File: src/rtl/regfile_writeback_pkg.sv
// Shared types and helpers for the register-file write-back controller.
package regfile_writeback_pkg;

    localparam int WB_DATA_W = 16;
    localparam int WB_ADDR_W = 4;
    localparam int WB_DEPTH  = 4;
    localparam int WB_NREG   = 2 ** WB_ADDR_W;

    // One queued load result; live drops when a younger ALU write hits the same rd.
    typedef struct packed {
        logic                 live;
        logic [WB_ADDR_W-1:0] rd;
        logic [WB_DATA_W-1:0] data;
    } wb_entry_t;

    // One-hot decode of a register index, used to build the pending mask.
    function automatic logic [WB_NREG-1:0] onehot_rd(input logic [WB_ADDR_W-1:0] rd);
        onehot_rd = WB_NREG'(1) << rd;
    endfunction

endpackage

File: src/rtl/regfile_writeback_wb_load_fifo.sv
// Load-result FIFO with per-entry live bits, kill-by-rd, pending mask and
// newest-match forwarding lookup.
module regfile_writeback_wb_load_fifo
    import regfile_writeback_pkg::*;
#(
    parameter int DATA_W = WB_DATA_W,
    parameter int ADDR_W = WB_ADDR_W,
    parameter int DEPTH  = WB_DEPTH
) (
    input  logic                  clk,
    input  logic                  reset,
    input  logic                  push_i,
    input  logic [ADDR_W-1:0]     push_rd_i,
    input  logic [DATA_W-1:0]     push_data_i,
    input  logic                  pop_i,
    input  logic                  kill_en_i,
    input  logic [ADDR_W-1:0]     kill_rd_i,
    output logic                  full_o,
    output logic                  empty_o,
    output logic                  head_live_o,
    output logic [ADDR_W-1:0]     head_rd_o,
    output logic [DATA_W-1:0]     head_data_o,
    output logic [2**ADDR_W-1:0]  pending_mask_o,
    input  logic [ADDR_W-1:0]     q_reg_i,
    output logic                  q_hit_o,
    output logic [DATA_W-1:0]     q_data_o
);

    localparam int PW = $clog2(DEPTH);

    logic              live_q [DEPTH];
    logic [ADDR_W-1:0] rd_q   [DEPTH];
    logic [DATA_W-1:0] data_q [DEPTH];
    logic [PW-1:0]     head_q;
    logic [PW-1:0]     tail_q;
    logic [PW:0]       count_q;
    logic [DEPTH-1:0]  occ;
    logic [PW-1:0]     idx;

    // A slot is occupied when its distance from head is below the count.
    generate
        for (genvar gi = 0; gi < DEPTH; gi++) begin : g_occ
            assign occ[gi] = ({1'b0, PW'(gi) - head_q} < count_q);
        end
    endgenerate

    assign full_o      = (count_q == (PW+1)'(DEPTH));
    assign empty_o     = (count_q == '0);
    assign head_live_o = live_q[head_q];
    assign head_rd_o   = rd_q[head_q];
    assign head_data_o = data_q[head_q];

    // Entry storage: enqueue at tail (killed on arrival if the ALU targets the same rd), else kill matches.
    always_ff @(posedge clk) begin
        if (reset) begin
            for (int i = 0; i < DEPTH; i++) live_q[i] <= 1'b0;
        end else begin
            for (int i = 0; i < DEPTH; i++) begin
                if (push_i && tail_q == PW'(i)) begin
                    live_q[i] <= !(kill_en_i && kill_rd_i == push_rd_i);
                    rd_q[i]   <= push_rd_i;
                    data_q[i] <= push_data_i;
                end else if (kill_en_i && occ[i] && rd_q[i] == kill_rd_i) begin
                    live_q[i] <= 1'b0;
                end
            end
        end
    end

    // Head/tail pointers wrap naturally; count tracks occupancy.
    always_ff @(posedge clk) begin
        if (reset) begin
            head_q  <= '0;
            tail_q  <= '0;
            count_q <= '0;
        end else begin
            if (push_i) tail_q <= tail_q + 1'b1;
            if (pop_i)  head_q <= head_q + 1'b1;
            case ({push_i, pop_i})
                2'b10:   count_q <= count_q + 1'b1;
                2'b01:   count_q <= count_q - 1'b1;
                default: count_q <= count_q;
            endcase
        end
    end

    // Pending mask: OR of one-hot rd over occupied live entries.
    always_comb begin
        pending_mask_o = '0;
        for (int i = 0; i < DEPTH; i++) begin
            if (occ[i] && live_q[i]) pending_mask_o = pending_mask_o | onehot_rd(rd_q[i]);
        end
    end

    // Forwarding lookup: walk oldest to newest so the newest match wins.
    always_comb begin
        q_hit_o  = 1'b0;
        q_data_o = '0;
        idx      = '0;
        for (int k = 0; k < DEPTH; k++) begin
            idx = head_q + PW'(k);
            if (occ[idx] && live_q[idx] && rd_q[idx] == q_reg_i) begin
                q_hit_o  = 1'b1;
                q_data_o = data_q[idx];
            end
        end
    end

endmodule

File: src/rtl/regfile_writeback.sv
// Register-file write-port arbiter: ALU results win, buffered loads drain when
// the ALU is idle, and the write-back stage is registered.
module regfile_writeback
    import regfile_writeback_pkg::*;
#(
    parameter int DATA_W = WB_DATA_W,
    parameter int ADDR_W = WB_ADDR_W,
    parameter int DEPTH  = WB_DEPTH
) (
    input  logic                  clk,
    input  logic                  reset,
    input  logic                  alu_valid,
    input  logic [ADDR_W-1:0]     alu_rd,
    input  logic [DATA_W-1:0]     alu_data,
    input  logic                  ld_valid,
    output logic                  ld_ready,
    input  logic [ADDR_W-1:0]     ld_rd,
    input  logic [DATA_W-1:0]     ld_data,
    output logic                  wb_we,
    output logic [ADDR_W-1:0]     wb_rd,
    output logic [DATA_W-1:0]     wb_data,
    output logic [2**ADDR_W-1:0]  pending_mask,
    input  logic [ADDR_W-1:0]     q_reg,
    output logic                  q_hit,
    output logic [DATA_W-1:0]     q_data
);

    logic              fifo_full;
    logic              fifo_empty;
    logic              head_live;
    logic [ADDR_W-1:0] head_rd;
    logic [DATA_W-1:0] head_data;
    logic              push;
    logic              pop;
    logic              wb_we_q,   wb_we_d;
    logic [ADDR_W-1:0] wb_rd_q,   wb_rd_d;
    logic [DATA_W-1:0] wb_data_q, wb_data_d;

    // Ready reflects current occupancy only; a same-cycle pop is not credited.
    assign ld_ready = !fifo_full;
    assign push     = ld_valid && ld_ready;
    assign pop      = !alu_valid && !fifo_empty;

    regfile_writeback_wb_load_fifo #(
        .DATA_W (DATA_W),
        .ADDR_W (ADDR_W),
        .DEPTH  (DEPTH)
    ) u_fifo (
        .clk            (clk),
        .reset          (reset),
        .push_i         (push),
        .push_rd_i      (ld_rd),
        .push_data_i    (ld_data),
        .pop_i          (pop),
        .kill_en_i      (alu_valid),
        .kill_rd_i      (alu_rd),
        .full_o         (fifo_full),
        .empty_o        (fifo_empty),
        .head_live_o    (head_live),
        .head_rd_o      (head_rd),
        .head_data_o    (head_data),
        .pending_mask_o (pending_mask),
        .q_reg_i        (q_reg),
        .q_hit_o        (q_hit),
        .q_data_o       (q_data)
    );

    // Source select: ALU first, then FIFO head (dead heads drain with we=0), else hold rd/data.
    always_comb begin
        wb_we_d   = 1'b0;
        wb_rd_d   = wb_rd_q;
        wb_data_d = wb_data_q;
        if (alu_valid) begin
            wb_we_d   = 1'b1;
            wb_rd_d   = alu_rd;
            wb_data_d = alu_data;
        end else if (!fifo_empty) begin
            wb_we_d   = head_live;
            wb_rd_d   = head_rd;
            wb_data_d = head_data;
        end
    end

    // Write-back register feeding the register file's falling-edge write port.
    always_ff @(posedge clk) begin
        if (reset) begin
            wb_we_q   <= 1'b0;
            wb_rd_q   <= '0;
            wb_data_q <= '0;
        end else begin
            wb_we_q   <= wb_we_d;
            wb_rd_q   <= wb_rd_d;
            wb_data_q <= wb_data_d;
        end
    end

    assign wb_we   = wb_we_q;
    assign wb_rd   = wb_rd_q;
    assign wb_data = wb_data_q;

endmodule

File: config.mk
export PLATFORM = sky130hd
export DESIGN_NAME = regfile_writeback
export DESIGN_NICKNAME = d
export VERILOG_FILES = /design/src/rtl/regfile_writeback_pkg.sv /design/src/rtl/regfile_writeback_wb_load_fifo.sv /design/src/rtl/regfile_writeback.sv
export SDC_FILE = /design/constraint.sdc
export NUM_CORES = 1
export LEC_CHECK = 0
export CORE_UTILIZATION = 60
export CTS_CLUSTER_SIZE = 12
export DETAILED_ROUTE_END_ITERATION = 8
export DONT_BUFFER_PORTS = 1
export PLACE_DENSITY = 0.75
export SYNTH_ARGS = -nofsm -noshare
export SYNTH_HDL_FRONTEND = slang
export SYNTH_SLANG_ARGS = --single-unit
File: constraint.sdc
create_clock -name clk -period 3.7 [get_ports clk]
set_input_delay 0.37 -clock clk [delete_from_list [all_inputs] [get_ports clk]]
set_output_delay 0.37 -clock clk [all_outputs]
set_load 0.02 [all_outputs]
==> results of run 1 <==
-- cells by family (layout without fill, tap and decap cells) --
| kind of cell | Yosys count | after routing |
|---|---|---|
| buffers and inverters | 76 | 70 |
| flip-flops | 114 | 114 |
| adder cells (fa/ha/maj) | 10 | 10 |
| AO/OA/AOI/OAI | 158 | 158 |
| AND/OR/NAND/NOR | 205 | 205 |
| XOR/XNOR | 45 | 45 |
| multiplexers | 104 | 104 |
-- timing repair --
action	CTS	global route
endpoints found under the hold margin	0	0
setup buffers	1	3
gates resized for setup	4	5
hold buffers	0	0
setup endpoints to repair	16	10
-- final cells by class --
class,instances,area (µm²)
flip-flops and latches,114,3130
well taps,172,215
multi-input cells,522,4520
repair buffers,26,224
fillers,922,4030
clock buffers,17,425
clock inverters,15,181
inverters,12,45.0
-- synthesized netlist by cell type, types with 3 or more instances --
cell | number | area [µm²]
nor2b_1 | 7 | 43.8
nand3_1 | 13 | 65.1
clkbuf_2 | 3 | 15.0
nor2_1 | 81 | 304
xor2_1 | 23 | 201
buf_6 | 4 | 45.0
a221oi_1 | 4 | 35.0
buf_4 | 3 | 22.5
o21ai_0 | 6 | 30.0
o2111ai_1 | 4 | 35.0
mux2i_1 | 45 | 450
nor3_1 | 11 | 55.1
clkbuf_1 | 31 | 116
inv_1 | 11 | 41.3
buf_1 | 6 | 22.5
buf_2 | 16 | 80.1
o221ai_1 | 21 | 184
a31oi_1 | 14 | 87.6
mux2_2 | 17 | 191
nand4_1 | 4 | 25.0
edfxtp_1 | 84 | 2520
nand2_1 | 36 | 135
o32a_1 | 3 | 30.0
a211oi_1 | 17 | 128
nand3b_4 | 8 | 160
ha_1 | 9 | 113
a41oi_1 | 8 | 70.1
nand2b_1 | 12 | 75.1
o22a_1 | 9 | 78.8
mux4_2 | 40 | 901
or2_2 | 6 | 37.5
a21oi_1 | 36 | 180
xnor2_1 | 22 | 193
o21bai_1 | 3 | 22.5
o211ai_1 | 17 | 128
dfxtp_1 | 30 | 601
o211ai_2 | 8 | 100
and2_1 | 11 | 68.8
-- metrics by stage --
stage / power (W) / utilization
floorplan: 0.00360 / -
global placement: 0.00399 / 0.630
detailed placement: 0.00406 / 0.630
CTS: 0.00578 / 0.680
global route: 0.00609 / 0.684
finish: 0.00584 / 0.684
-- flip-flops by register name (all words and copies together) (netlist names), named ones only --
| name | count |
|---|---|
| u_fifo.data_q | 64 |
| u_fifo.rd_q | 16 |
| wb_data | 16 |
| u_fifo.live_q | 4 |
| wb_rd | 4 |
| u_fifo.count_q | 3 |
| u_fifo.head_q | 2 |
| u_fifo.tail_q | 2 |
| wb_we | 1 |
-- layer usage --
metal,track usage,vias to the layer above,routed length (µm)
li1,-,2731,-
met1,0.414,3065,8360
met2,0.571,370,11300
met3,0.0865,65,2010
met4,0.154,0,682
met5,0,-,0
-- final timing paths --
path / to / start / slack (ns)
min: wb_data[13] / reset / 0.02
min reg2reg: u_fifo.tail_q[1] / u_fifo.tail_q[1] / 0.52
max reg2reg: u_fifo.count_q[2] / u_fifo.count_q[2] / 0.63
max: q_data[9] / u_fifo.count_q[1] / 0.14
-- where the power goes --
group,switching [W],internal (W),total (W)
combinational,0.00140,0.00104,0.00244
clock,0.000612,0.00106,0.00167
sequential,0.000216,0.00151,0.00173
total,0.00223,0.00361,0.00584
-- worst max-delay path, stage by stage (launching register included) --
cell and delay [ns]:
dfxtp_1 0.36, inv_1 0.15, ha_1 0.40, or2_2 0.31, a221oi_2 0.39, o32ai_4 0.25, nand2_4 0.21, nand2_4 0.21
o221ai_2 0.30, buf_4 0.19
==> impl_results.md, run 1 <==
- First-pass GRT wire length: 33.7 mm
- PwrDens: roughly 670 mW/mm²
- Layout cells sized above 1: 0.220
- Vias in the first global route: ~6000
- # clock sinks: 114
- Antenna Nets Post-Route: 0
- Post-detail-place hpwl: 15.1 mm
- Iter 0 DRT Violations: 689
- LEAKAGE: 2.94 nW
- Period minus WS final: 3.56 ns
- Fin crit share: 0.962
- Syn_area_per_cell: approximately 11 µm²
- Async SR Flop Fraction: 0
- WHS: 0.0230 ns
- EDFF count, synth: 84
- Pins over their slew limit: 0
- DR vias: 6231
- Worst Reg-to-Reg Cells: 9
- Synthesized Nets: 770
- DR vias/cell: roughly 7
- Synth Area in Adders: 0.0167
- Finished layout cell area: 0.00874 mm²
- Critical Setup Path Class: register to primary output
- Post-Route WL: 22.3 mm
- Reg clk slew, reported paths: around 0.060 ns
- Hold Crit Class: input pin to register
- Antenna violations before repair: 0
- RD Place Congestion: 0.950
- Commonest non-fill, non-tap cell in the layout: edfxtp_1
- Worst-Skew Late Latency: ~0.42 ns
- Worst Tran Pin Value: roughly 0.8 ns
- Peak VDD IR: ~410 µV
- Status: finished clean
- Die area: 0.0137 mm²
- Total grt overflow: 0
- Rows: 41
- Post-synthesis sequential area ratio: 0.393
- Worst EP arrival: 3.19 ns
- Final setup vio count: 0
- H-tree levels: 4
- Port buffer count: 0
- Achievable Freq: 281 MHz
- CP Max Fanout: 15
- Clock Skews: 0.00938 ns
- TNS Setup: 0 ns
- Fin. Hold Viols: 0
- Hold Crit Depth: 1
- Unrepaired setup endpoints after global routing: no
- Wire length per cell: 25.4 µm
- Non-Filler Instances: slightly below 900
- Fin worst setup slack: ~0.14 ns
- Die width: 117 µm
- Die H: 117 µm
- CORE AREA: ~0.013 mm²
- Crit start category: register
- Num CTS Buffers: 17
- Max Root-Sink Buffers: 2
- DP Area: 0.00805 mm²
- Largest net degree at the start of global routing: between 50 and 60
- Max-slew headroom: 0.465
- Dpl ws: 0.280 ns
- Largest family of logic cells by synthesized area: multiplexers
- Antenna cell count: 0
- Initial Utilization: 0.622
- Total GRT Usage: 0.339
- Number of synthesized register bits: approximately 110
- Yosys cell types: 59
- Compound-Gate Fraction of Synth Area: 0.152
- Fraction of the mapped netlist area in simple logic gates: 0.142
- Layout area overhead: 9.91%
- TritonCTS clock tree: yes
- # IOs: approximately 100
- Drt first pass iters: 5
- Dpl cells: 842
- Maxcap violations: 0
- Yosys warning count: 0
- DRC: 0
- Worst EP required: 3.33 ns
- Layout net count: 751
- Post-synthesis xor/xnor area fraction: 0.0496
- Cell area after synthesis: 0.00795 mm²
- Multiplexer share of the synthesized area: 0.201
- Ys flop type: edfxtp_1
- CTS Root Cell: clkbuf_16
- Critical Path Sink Type: primary output
- Cells after Synth: 712
- Most frequent cells in the layout: edfxtp_1 (84), nor2_1 (80), mux2i_1 (45)
No activity file was read; power rests on OpenSTA's default activity.
==> run 2, diff against run 1 <==
- CORE_MARGIN: default -> 8
==> run 2 against run 1 <==
Clock power shrank 4%; combinational power is essentially flat; worst setup slack lost 0.036 ns; maximum frequency shrank 0.99%; worst hold slack lost 0.0072 ns; sequential cell count is the same; global-route usage shrank 8.0 points; critical path type unchanged.
==> impl_results.md, run 2 (synthesis gave the netlist of run 1 again) <==
- PwrDens: 654 mW/mm²
- CTS Root Cell: clkbuf_16
- Antenna cell count: 0
- Worst Reg-to-Reg Cells: 9
- CORE AREA: 0.0131 mm²
- Worst Tran Pin Value: roughly 0.63 ns
- DR vias: 6390
- Largest net degree at the start of global routing: 52
- Die H: 131 µm
- Die width: between 100 and 150 µm
- Seq pwr share: 0.298
- Post-detail-place hpwl: approximately 16 mm
- Initial Utilization: 0.608
- Total GRT Usage: 0.259
- R2R Path Start: u_fifo.count_q[2]
- Dpl cells: 860
- Pint: roughly 0.0036 W
- DR vias/cell: roughly 7
- TritonCTS clock tree: yes
- Wire length on met1: between 8 and 9 mm
- DRC: 0
- Vias in the first global route: 6381
- Reg clk slew, reported paths: 0.06 ns
- Commonest non-fill, non-tap cell in the layout: edfxtp_1
- Peak VDD IR: 407 µV
- RD Place Congestion: 0.966
- Num CTS Buffers: 17
- Most frequent cells in the layout: edfxtp_1 (84), nor2_1 (80), mux2i_1 (45)
- Critical Path Sink Type: primary output
- Antenna Nets Post-Route: 0
- LEAKAGE: around 3.0 nW
- Unrepaired setup endpoints after global routing: yes
- Fin. Hold Viols: 0
- Sw frac: 0.376
- Pins over their slew limit: 0
- Max-slew headroom: 0.580
- DP Area: 0.00816 mm²
- Drt first pass iters: 5
- Non-Filler Instances: roughly 900
- Combinational power share: 0.422
- Port buffer count: 0
- Fin crit share: 0.971
- First-pass GRT wire length: between 30 and 40 mm
- CP Max Fanout: 15
- Total grt overflow: 0
- Fill count: 948
- Post-Route WL: roughly 23 mm
- Wire length per cell: between 20 and 30 µm
- Clock group share of total power: 0.281
- Max Root-Sink Buffers: 2
- Worst EP required: about 3.3 ns
- Layout area overhead: 10.3%
- Largest reg by FF count: u_fifo.data_q
- Layout cells sized above 1: 0.225
- Achievable Freq: 278 MHz
- R2r endpoint: u_fifo.count_q[2]
- Hold path startpoint: reset
- Layout net count: 762
- Metal3 WL: between 2 and 2.5 mm
- Top routing layer in use: met4
- Hold path endpoint: wb_rd[3]
- Sw power: between 0.002 and 0.0025 W
- Max reg flops: between 60 and 70
- Crit start category: register
- Worst R2R Setup Slack: 0.69 ns
- Period minus WS final: 3.59 ns
- Maxcap violations: 0
- Hold Buf Count CTS: 0
- Critical Setup Path Class: register to primary output
- Final setup vio count: 0
- Worst-Skew Late Latency: 0.42 ns
- Finished layout cell area: 0.00877 mm²
- Status: finished clean
- # clock sinks: 114
- Antenna violations before repair: 0
- Hold Crit Class: input pin to register
- H-tree levels: 4
- Hold Crit Depth: 1
- # IOs: 103
- Clock Skews: 0.00858 ns
- Met2 WL post-DR: 11.0 mm
- Rows: 42
- Worst EP arrival: 3.22 ns
- Iter 0 DRT Violations: 712
- Die area: 0.0172 mm²
==> run 2: cell types whose count changed in the layout (fill, tap and decap cells not counted), moves of 2 or more <==
cell,delta
buf_4,+9
clkinv_2,+4
clkinv_4,-4
clkbuf_1,+3
inv_6,-3
a221oi_1,+2
a221oi_2,-2
dfxtp_2,+2
==> run 2: worst max path at each step <==
stage	startpoint	endpoint	slack, ns	cells after the start
after global routing	u_fifo.head_q[1]	q_data[15]	-0.02	12
final	u_fifo.head_q[1]	q_data[15]	0.11	12
after floorplan	u_fifo.head_q[1]	q_data[15]	0.53	11
after detailed placement	u_fifo.head_q[0]	q_data[9]	0.25	10
after global placement	u_fifo.head_q[0]	q_data[9]	0.36	10
after CTS	u_fifo.head_q[1]	q_data[15]	0.03	12
==> run 2: critical path, cell delays in order (launching register included) <==
cell	delay [ns]
dfxtp_2	0.37
xnor2_2	0.26
inv_1	0.12
ha_1	0.32
nor2_1	0.12
o211ai_1	0.14
a31oi_1	0.24
o2111ai_2	0.22
buf_4	0.26
a211oi_1	0.16
o21ai_0	0.11
a31oi_1	0.28
buf_4	0.20
==> run 2: metrics by stage <==
| step | hold WS [ns] | util | total power (W) | setup TNS (ns) | setup WS [ns] |
|---|---|---|---|---|---|
| 6_report | 0.0157 | 0.670 | 0.00574 | 0 | 0.106 |
| 3_3_place_gp | 0.443 | 0.623 | 0.00402 | 0 | 0.362 |
| 4_1_cts | 0.00764 | 0.668 | 0.00570 | 0 | 0.0337 |
| 2_1_floorplan | 0.469 | - | 0.00360 | 0 | 0.530 |
| 5_1_grt | 0.00974 | 0.670 | 0.00598 | -0.0155 | -0.0155 |
| 3_5_place_dp | 0.449 | 0.623 | 0.00408 | 0 | 0.254 |
==> run 2: timing repair <==
| action | 4_1_cts | 5_1_grt |
|---|---|---|
| setup buffers | 0 | 1 |
| setup endpoints to repair | 7 | 15 |
| gates resized for setup | 2 | 7 |
| pin swaps | 0 | 2 |
==> run 2: power groups by stage <==
| stage | combinational [W] | sequential [W] | clock (W) |
|---|---|---|---|
| 6_report | 0.00242 | 0.00171 | 0.00161 |
| 2_1_floorplan | 0.00195 | 0.00165 | 0 |
| 3_5_place_dp | 0.00235 | 0.00173 | 0 |
| 5_1_grt | 0.00259 | 0.00172 | 0.00167 |
| 4_1_cts | 0.00238 | 0.00170 | 0.00162 |
| 3_3_place_gp | 0.00230 | 0.00172 | 0 |
==> run 2: metal layers <==
metal	up-vias	track usage
met5	-	0
li1	2742	-
met3	93	0.0777
met1	3125	0.297
met2	430	0.412
met4	0	0.178
==> run 2: layout make-up <==
class                   instances  area (µm²)  area share
multi-input cells             522        4480       0.511
flip-flops and latches        114        3130       0.357
clock buffers                  20         437      0.0498
repair buffers                 37         318      0.0362
well taps                     176         220      0.0251
clock inverters                12         140      0.0160
inverters                      12        45.0     0.00514
==> run 3, diff against run 2 <==
==> constraint.sdc (replaced) <==
create_clock -name clk -period 3.7 [get_ports clk]
set_input_delay 0.37 -clock clk [delete_from_list [all_inputs] [get_ports clk]]
set_output_delay 0.37 -clock clk [all_outputs]
set_load 0.005 [all_outputs]
==> run 3 against run 2 <==
Die area unchanged; critical endpoint is now q_data[9]; maximum frequency is 2.8% higher; sequential power about the same; worst hold slack improved by 0.0052 ns; non-clock buffer count down 17; sequential share of layout area is 0.49 points higher; largest power group unchanged; register-to-register slack better by 0.22 ns; cell count fell by 1.9%.
==> impl_results.md, run 3 (synthesis gave the netlist of run 1 again) <==
- Status: finished clean
- Crit start category: register
- Critical Setup Path Class: register to primary output
- Worst R2R Setup Slack: between 0.9 and 1 ns
- Max reg flops: 64
- CORE AREA: around 0.013 mm²
- Worst Setup SP: u_fifo.head_q[0]
- Die H: 131 µm
- Commonest non-fill, non-tap cell in the layout: edfxtp_1
- Fin crit share: 0.945
- Peak VDD IR: 449 µV
- DR vias: about 6300
- Hold Crit Class: input pin to register
- Max-slew headroom: 0.604
- Pins over their slew limit: 0
- Worst EP required: 3.33 ns
- Die area: 0.0172 mm²
- Fin worst setup slack: roughly 0.20 ns
- Layout net count: 745
- Seq pwr share: 0.299
- Num CTS Buffers: 17
- Rows: 42
- WHS: around 0.021 ns
- DR vias/cell: 7.15
- Worst Reg-to-Reg Cells: 9
- Worst EP arrival: 3.13 ns
- RD Place Congestion: 0.940
- Critical Path Sink Type: primary output
- Unrepaired setup endpoints after global routing: no
- Drt first pass iters: 8
- Iter 0 DRT Violations: 798
- Sw power: 0.00207 W
- Port buffer count: 0
- DRC: 0
- R2r endpoint: u_fifo.count_q[2]
- Antenna Nets Post-Route: 0
- Pint: between 0.003 and 0.004 W
- Layout area overhead: 8.76%
- CP Max Fanout: 26
- Antenna cell count: 0
- TNS Setup: 0 ns
- Total Power: around 0.0057 W
- H-tree levels: 4
- Layout cells sized above 1: 0.204
- LEAKAGE: 2.88 nW
- TritonCTS clock tree: yes
- Reg clk slew, reported paths: 0.06 ns
- Combinational power share: 0.399
- Worst Tran Pin Value: 0.594 ns
- Achievable Freq: roughly 290 MHz
- Post-detail-place hpwl: ~15 mm
- Fin. Hold Viols: 0
- Fill count: 971
- Maxcap violations: 0
- Largest net degree at the start of global routing: 52
- Period minus WS final: 3.50 ns
- Sw frac: 0.364
- PwrDens: 658 mW/mm²
- Largest reg by FF count: u_fifo.data_q
- Post-Route WL: between 20 and 25 mm
- Vias in the first global route: 5878
- Dpl ws: 0.499 ns
- Total grt overflow: 0
- Antenna violations before repair: 0
- CTS Root Cell: clkbuf_16
- Most frequent cells in the layout: edfxtp_1 (84), nor2_1 (80), mux2i_1 (45)
- Wire length per cell: approximately 26 µm
- Max Root-Sink Buffers: 2
- Initial Utilization: 0.608
- Clock group share of total power: 0.302
- R2R Path Start: u_fifo.count_q[2]
- Total GRT Usage: 0.258
- # IOs: 103
- Final core occ: 0.661
- Clock Skews: approximately 0.011 ns
- # clock sinks: 114
- Final setup vio count: 0
- Die width: 131 µm
- Last element of the critical path: q_data[9]
- First-pass GRT wire length: 34.7 mm
- Worst-Skew Late Latency: about 0.43 ns
[run 3: critical path, stage by stage (launching register included)]
cell and delay (ns):
dfxtp_4 0.51, buf_6 0.28, mux4_2 0.54, xor2_1 0.18, nor4_4 0.47, nand2_4 0.19
nand2_4 0.29, o221ai_1 0.22
[run 3: area by class of cell]
cell class              count  area, µm²  area share
repair buffers             20        159      0.0184
inverters                  12       45.0     0.00521
multi-input cells         522       4480       0.518
clock inverters            14        188      0.0217
flip-flops and latches    114       3130       0.362
well taps                 176        220      0.0255
clock buffers              18        429      0.0496
[run 3: through the flow]
step	cells	instance area (µm²)
finish	876	8650
global route	876	8650
CTS	875	8620
detailed placement	842	8000
global placement	842	8000
floorplan	712	7950
[run 3: power groups by stage]
| stage | registers (W) | clock network [W] | logic [W] |
|---|---|---|---|
| final | 0.00170 | 0.00172 | 0.00227 |
| after global routing | 0.00172 | 0.00178 | 0.00243 |
| after CTS | 0.00170 | 0.00173 | 0.00224 |
| after detailed placement | 0.00172 | 0 | 0.00223 |
| after global placement | 0.00171 | 0 | 0.00218 |
| after floorplan | 0.00160 | 0 | 0.00189 |
[run 3: repair_timing]
action,4_1_cts,5_1_grt
endpoints found under the hold margin,5,1
setup buffers,0,0
setup endpoints to repair,0,17
gates resized for setup,0,4
hold buffers,1,1
[run 3: worst min-delay path by stage]
stage	from	depth (start not counted)	endpoint
5_1_grt	reset	1	u_fifo.count_q[2]
3_5_place_dp	reset	1	u_fifo.head_q[0]
3_3_place_gp	reset	1	u_fifo.head_q[0]
4_1_cts	reset	1	u_fifo.head_q[0]
2_1_floorplan	ld_data[0]	0	u_fifo.data_q[0][0]
6_report	reset	1	u_fifo.tail_q[0]
[run 3: per-layer routing]
layer | up-vias | global-route usage | routed length (µm)
li1 | 2714 | - | -
met1 | 3068 | 0.322 | 8840
met2 | 405 | 0.419 | 10900
met3 | 73 | 0.0659 | 2220
met4 | 0 | 0.105 | 737
met5 | - | 0 | 0
